File: src/rtl/seg7_pkg.sv
// Shared 7-segment definitions for the display encoder and scan decoder.
// Segment order is {a,b,c,d,e,f,g}; both segments and digit selects are active-low.
package seg7_pkg;

    localparam logic [6:0] SEG_0     = 7'b0000001;
    localparam logic [6:0] SEG_1     = 7'b1001111;
    localparam logic [6:0] SEG_2     = 7'b0010010;
    localparam logic [6:0] SEG_3     = 7'b0000110;
    localparam logic [6:0] SEG_4     = 7'b1001100;
    localparam logic [6:0] SEG_5     = 7'b0100100;
    localparam logic [6:0] SEG_6     = 7'b0100000;
    localparam logic [6:0] SEG_7     = 7'b0001111;
    localparam logic [6:0] SEG_8     = 7'b0000000;
    localparam logic [6:0] SEG_9     = 7'b0000100;
    localparam logic [6:0] SEG_BLANK = 7'b1111111;

    localparam logic [2:0] SEL_U    = 3'b110;
    localparam logic [2:0] SEL_D    = 3'b101;
    localparam logic [2:0] SEL_C    = 3'b011;
    localparam logic [2:0] SEL_NONE = 3'b111;

    typedef enum logic [1:0] {
        ST_IDLE  = 2'd0,
        ST_GOT_U = 2'd1,
        ST_GOT_D = 2'd2
    } state_t;

endpackage

File: src/rtl/seg7_to_bcd.sv
// Combinational 7-segment pattern to BCD digit decoder.
// Any pattern outside the 0-9 table is flagged invalid.
module seg7_to_bcd
    import seg7_pkg::*;
(
    input  logic [6:0] seg,
    output logic [3:0] digit,
    output logic       valid
);

    // Table lookup; unknown patterns fall to the default
    always_comb begin
        digit = 4'd0;
        valid = 1'b1;
        unique case (seg)
            SEG_0:   digit = 4'd0;
            SEG_1:   digit = 4'd1;
            SEG_2:   digit = 4'd2;
            SEG_3:   digit = 4'd3;
            SEG_4:   digit = 4'd4;
            SEG_5:   digit = 4'd5;
            SEG_6:   digit = 4'd6;
            SEG_7:   digit = 4'd7;
            SEG_8:   digit = 4'd8;
            SEG_9:   digit = 4'd9;
            default: valid = 1'b0;
        endcase
    end

endmodule

File: src/rtl/seg7_scan_decoder.sv
// Receive side of a multiplexed 3-digit 7-segment display: sync, settle
// filter, U->D->C frame assembly, BCD to binary and stale-frame timeout.
module seg7_scan_decoder
    import seg7_pkg::*;
#(
    parameter int FREQ_CLK       = 50000000,
    parameter int SETTLE_CYCLES  = 16,
    parameter int TIMEOUT_CYCLES = FREQ_CLK / 100
) (
    input  logic        clk,
    input  logic        rst,
    input  logic [6:0]  seg_in,
    input  logic [2:0]  digit_sel_in,
    output logic [7:0]  value,
    output logic [11:0] bcd_out,
    output logic        value_valid,
    output logic        frame_err,
    output logic        stale
);

    localparam int SW = (SETTLE_CYCLES > 2) ? $clog2(SETTLE_CYCLES) : 1;
    localparam int TW = (TIMEOUT_CYCLES > 2) ? $clog2(TIMEOUT_CYCLES) : 1;

    localparam logic [SW-1:0] STAB_MAX = SW'(SETTLE_CYCLES - 1);
    localparam logic [SW-1:0] STAB_PRE = SW'(SETTLE_CYCLES - 2);
    localparam logic [TW-1:0] TO_MAX   = TW'(TIMEOUT_CYCLES - 1);
    localparam logic [TW-1:0] TO_PRE   = TW'(TIMEOUT_CYCLES - 2);

    logic [6:0]    seg_s1, seg_s2, prev_seg;
    logic [2:0]    sel_s1, sel_s2, prev_sel;
    logic [SW-1:0] stab_cnt;
    logic [TW-1:0] to_cnt;
    state_t        state;
    logic [3:0]    u_dig, d_dig;

    logic          same;
    logic          cap;
    logic          sel_ok;
    logic [3:0]    dec_digit;
    logic          dec_valid;
    logic [9:0]    bin;
    logic          frame_ok;
    logic          good_frame;

    seg7_to_bcd u_dec (
        .seg   (seg_s2),
        .digit (dec_digit),
        .valid (dec_valid)
    );

    // Two-stage synchronizer; idles at all ones (blank display)
    always_ff @(posedge clk or negedge rst) begin
        if (!rst) begin
            seg_s1 <= SEG_BLANK;
            seg_s2 <= SEG_BLANK;
            sel_s1 <= SEL_NONE;
            sel_s2 <= SEL_NONE;
        end else begin
            seg_s1 <= seg_in;
            seg_s2 <= seg_s1;
            sel_s1 <= digit_sel_in;
            sel_s2 <= sel_s1;
        end
    end

    assign same = ({sel_s2, seg_s2} == {prev_sel, prev_seg});
    // Capture exactly once, on the step that reaches STAB_MAX
    assign cap  = same && (stab_cnt == STAB_PRE);

    assign sel_ok = (sel_s2 == SEL_U) || (sel_s2 == SEL_D) ||
                    (sel_s2 == SEL_C);

    // Stability counter over the synced {sel,seg} word
    always_ff @(posedge clk or negedge rst) begin
        if (!rst) begin
            prev_seg <= SEG_BLANK;
            prev_sel <= SEL_NONE;
            stab_cnt <= '0;
        end else begin
            prev_seg <= seg_s2;
            prev_sel <= sel_s2;
            if (!same)
                stab_cnt <= '0;
            else if (stab_cnt != STAB_MAX)
                stab_cnt <= stab_cnt + 1'b1;
        end
    end

    // Hundreds digit comes straight from the decoder on the C capture
    assign bin = 10'(dec_digit) * 10'd100 +
                 10'(d_dig) * 10'd10 + 10'(u_dig);
    assign frame_ok = (dec_digit <= 4'd2) && (bin <= 10'd255);

    assign good_frame = cap && sel_ok && dec_valid &&
                        (state == ST_GOT_D) && (sel_s2 == SEL_C) &&
                        frame_ok;

    // Frame assembly FSM with registered value/pulse outputs
    always_ff @(posedge clk or negedge rst) begin
        if (!rst) begin
            state       <= ST_IDLE;
            u_dig       <= 4'd0;
            d_dig       <= 4'd0;
            value       <= 8'd0;
            bcd_out     <= 12'd0;
            value_valid <= 1'b0;
            frame_err   <= 1'b0;
        end else begin
            value_valid <= 1'b0;
            frame_err   <= 1'b0;
            if (cap && sel_ok) begin
                if (!dec_valid) begin
                    frame_err <= 1'b1;
                    state     <= ST_IDLE;
                end else begin
                    unique case (state)
                        ST_IDLE: begin
                            if (sel_s2 == SEL_U) begin
                                u_dig <= dec_digit;
                                state <= ST_GOT_U;
                            end
                        end
                        ST_GOT_U: begin
                            if (sel_s2 == SEL_U) begin
                                u_dig <= dec_digit;
                            end else if (sel_s2 == SEL_D) begin
                                d_dig <= dec_digit;
                                state <= ST_GOT_D;
                            end else begin
                                frame_err <= 1'b1;
                                state     <= ST_IDLE;
                            end
                        end
                        ST_GOT_D: begin
                            if (sel_s2 == SEL_C) begin
                                state <= ST_IDLE;
                                if (frame_ok) begin
                                    value       <= bin[7:0];
                                    bcd_out     <= {dec_digit, d_dig, u_dig};
                                    value_valid <= 1'b1;
                                end else begin
                                    frame_err <= 1'b1;
                                end
                            end else if (sel_s2 == SEL_D) begin
                                d_dig <= dec_digit;
                            end else begin
                                frame_err <= 1'b1;
                                u_dig     <= dec_digit;
                                state     <= ST_GOT_U;
                            end
                        end
                        default: state <= ST_IDLE;
                    endcase
                end
            end
        end
    end

    // Stale timer: restarts with each good frame, saturates at the limit
    always_ff @(posedge clk or negedge rst) begin
        if (!rst) begin
            to_cnt <= '0;
            stale  <= 1'b1;
        end else if (good_frame) begin
            to_cnt <= '0;
            stale  <= 1'b0;
        end else if (to_cnt != TO_MAX) begin
            to_cnt <= to_cnt + 1'b1;
            if (to_cnt == TO_PRE)
                stale <= 1'b1;
        end
    end

endmodule

File: config.mk
export PLATFORM = sky130hd
export DESIGN_NAME = seg7_scan_decoder
export DESIGN_NICKNAME = d
export VERILOG_FILES = /design/src/rtl/seg7_pkg.sv /design/src/rtl/seg7_to_bcd.sv /design/src/rtl/seg7_scan_decoder.sv
export SDC_FILE = /design/constraint.sdc
export NUM_CORES = 1
export LEC_CHECK = 0
export ABC_AREA = 1
export BUFFER_PORTS_ARGS = -buffer_cell sky130_fd_sc_hd__buf_2
export CORE_ASPECT_RATIO = 1.1
export CORE_MARGIN = 2
export CORE_UTILIZATION = 45
export DETAILED_ROUTE_END_ITERATION = 8
export HOLD_SLACK_MARGIN = 0.02
export PLACE_DENSITY = 0.63
export SLEW_MARGIN = 30
export SYNTH_ARGS = -nofsm -noshare
export SYNTH_HDL_FRONTEND = slang
export SYNTH_SLANG_ARGS = --single-unit
File: constraint.sdc
create_clock -name clk -period 5 [get_ports clk]
set_clock_uncertainty 0.2 [all_clocks]
set_input_delay 0.75 -clock clk [delete_from_list [all_inputs] [get_ports clk]]
set_output_delay 0.75 -clock clk [all_outputs]
set_load 0.1 [all_outputs]
==> results.cfg <==
[timing]
hold_violations = 0
fin_crit_sh = 0.913
timing.setup.tns_ns = 0
clock.fmax_mhz = 219
slew-limit-headroom = 0.503
tightest_slew_ns = 0.745
min_period_ns = 4.57
report.final.slew_viol_count = 0
rsz0062_at_grt = yes
setup_viol = 0
holdWs_ns = 0.157

[drt]
drc = 0
routed_wl_mm = 8.39
first_pass_iters = 4
final_antenna_net_count = 0
vias = 3392
wl_per_cell_um = 12.1
routed-wl-met3_um = 361
viasPerCell = 4.89
topRoutingLayerUsed = met4
route.layer.met1.wl_mm = 3.92
drt_iter0_markers = 161
met2_length_mm = 3.97

[clock_tree]
clock_path_buffers = 2
h-tree-depth = 3
clockRootBuffer = clkbuf_8
numCtsBuffers = 9
clk_latency_ns = 0.35
clk_pin_slew_worst_paths_ns = 0.08
clock-sinks = 85
post_cts_buffers = 0
cts_tree = built

[finish]
fill_cells = 899
drive_above_1_share = 0.192
nets = 618
num_antenna_cells = 0
final_common_cell = nand2_1
layout_common_cells = nand2_1 (111), inv_1 (70), nor2_1 (68)
syn_to_final_growth_pct = 10.3

[floorplanning]
ios = 35
die_h_um = 110
die_w_um = 101
start_util = 0.466
coreArea_um2 = 9940
std_cell_rows = 38
dieArea_um2 = 11100

[logic_synthesis]
synth_ff_type = dfrtp_1
ys_types = 36
async_flop_share = 1.00
yosys.area.top_type = dfrtp_1
syn_area_per_cell_um2 = 8.82
yosys_warnings = 0
synth_area_leaders = dfrtp_1 (29%), dfstp_2 (18%), ha_1 (9.2%), nand2_1 (9.0%), inv_1 (5.7%)
synth_edf_count = 0
syn-num-nets = 575
synth_top_area_share = 0.292
yosysSeqAreaShare = 0.468
synthCells = 525
synth_seq_cells = 85
syn_area_um2 = 4630

[power]
powerDensity_nw_per_um2 = 234
p_sw_w = 0.000292
p_seq_frac = 0.600
swShare = 0.243
pwr-share-clk = 0.353
combPwrFrac = 0.046
ir_worst_vdd_uv = 136
p_int_w = 0.000906
leakage_nw = 2.68

[setup_path]
critPathRequiredTime_ns = 5.07
critPathArrivalTime_ns = 4.64
crit_type = reg2reg
startpoint_type = flip-flop
cp-end-kind = flip-flop
path_max_fanout = 23

[global_routing]
antenna_found_initial = 0
grt_pass1_wl_mm = 15.1
grt_pass1_vias = 3268
grt_max_degree = 86
grt.overflow.total = 0
grt.total_usage = 0.167

[placed_design]
place.gp.congestion = 0.887
hpwl_mm = 6.13
io_buffers = 34

[job]
cap_violations = 0

[status]
status = finished, final reports clean

[hold_path]
worstHoldPathType = reg2reg
Yosys cell counts, drive strengths merged, types with 2 or more instances:
library cell  count
nor2             74
nor3b             3
nand2           113
nand3b            2
or2               3
inv              71
dfrtp            54
a21oi            28
xnor2             2
dfstp            31
o21ai            23
xor2             20
buf               6
nand3            29
nand4             5
ha               34
nor3             16
fa                4
a31oi             3
path summary, 6_finish.rpt:
check,startpoint,endpoint,slack [ns],cells past startpoint
worst max-delay path,seg_s2[5],bcd_out[5],0.43,24
worst min-delay path,seg_s1[3],seg_s2[3],0.16,0
worst max register to register,seg_s2[5],bcd_out[5],0.43,24
worst min register to register,seg_s1[3],seg_s2[3],0.16,0
max in group asynchronous,rst,bcd_out[1],3.84,1
min in group asynchronous,rst,to_cnt[4],0.21,1
critical path, stage by stage (launching register included):
cell and delay, ns:
dfstp_2 0.56, inv_1 0.08, nand2_1 0.09, nor2_1 0.08
nand2_1 0.08, nand3_1 0.07, nor2_1 0.17, inv_1 0.13
ha_1 0.32, ha_1 0.24, fa_1 0.44, ha_1 0.31
ha_1 0.35, nand2_1 0.10, inv_1 0.04, a21oi_1 0.18
nand3_1 0.09, nand2_1 0.06, inv_1 0.04, nor2_1 0.18
nand2_4 0.14, nor2_8 0.14, buf_6 0.22, nor2_1 0.06
a21oi_1 0.12
cells by family (layout without fill, tap and decap cells):
| group | after synthesis | count (layout) | synth area share |
|---|---|---|---|
| fa+ha+maj | 38 | 38 | 0.109 |
| simple gates | 246 | 246 | 0.240 |
| xor+xnor | 22 | 22 | 0.0416 |
| compound gates | 57 | 57 | 0.0719 |
| buf+inv | 77 | 125 | 0.0697 |
| flops | 85 | 85 | 0.468 |
timing repair:
| action | CTS | global route |
|---|---|---|
| hold buffers | 0 | 0 |
| endpoints found under the setup margin | 0 | 19 |
| gates resized for setup | 0 | 3 |
state kept, by name, summed over array words and instances, names as in the netlist, 2 cells and up:
name and count:
sel_s2 3, prev_sel 3, sel_s1 3, seg_s1 7, value 8, d_dig 4
prev_seg 7, stab_cnt 4, u_dig 4, seg_s2 7, to_cnt 19, state 2
bcd_out 11
power groups by stage:
stage,sequential [W],clock [W],combinational (W)
2_1_floorplan,0.000729,0,0.0000310
3_3_place_gp,0.000731,0,0.0000554
3_5_place_dp,0.000732,0,0.0000568
4_1_cts,0.000719,0.000444,0.0000574
5_1_grt,0.000722,0.000474,0.0000652
6_report,0.000719,0.000423,0.0000553
cell type report:
type,instances,area [um2],share of cell area
clock inverters,6,37.5,0.00735
flip-flops and latches,85,2170,0.424
well taps,120,150,0.0294
clock buffers,10,128,0.0250
repair buffers,38,218,0.0426
multi-input cells,363,2140,0.420
inverters,71,267,0.0522
stage by stage:
step                      worst slack, ns  cells  cell area, um2  utilization  total power, W
after floorplan                     0.782    525            4630            -        0.000760
after global placement              0.383    677            4930        0.496        0.000786
after detailed placement            0.314    677            4930        0.496        0.000789
after CTS                           0.265    693            5100        0.513         0.00122
after global routing             -0.00321    693            5110        0.514         0.00126
final                               0.435    693            5110        0.514         0.00120
per-layer routing:
metal	up-vias	track usage
met4	0	0.0603
li1	1753	-
met5	-	0
met2	71	0.266
met3	13	0.0291
met1	1555	0.227
Power figures use the tool's default switching activity.
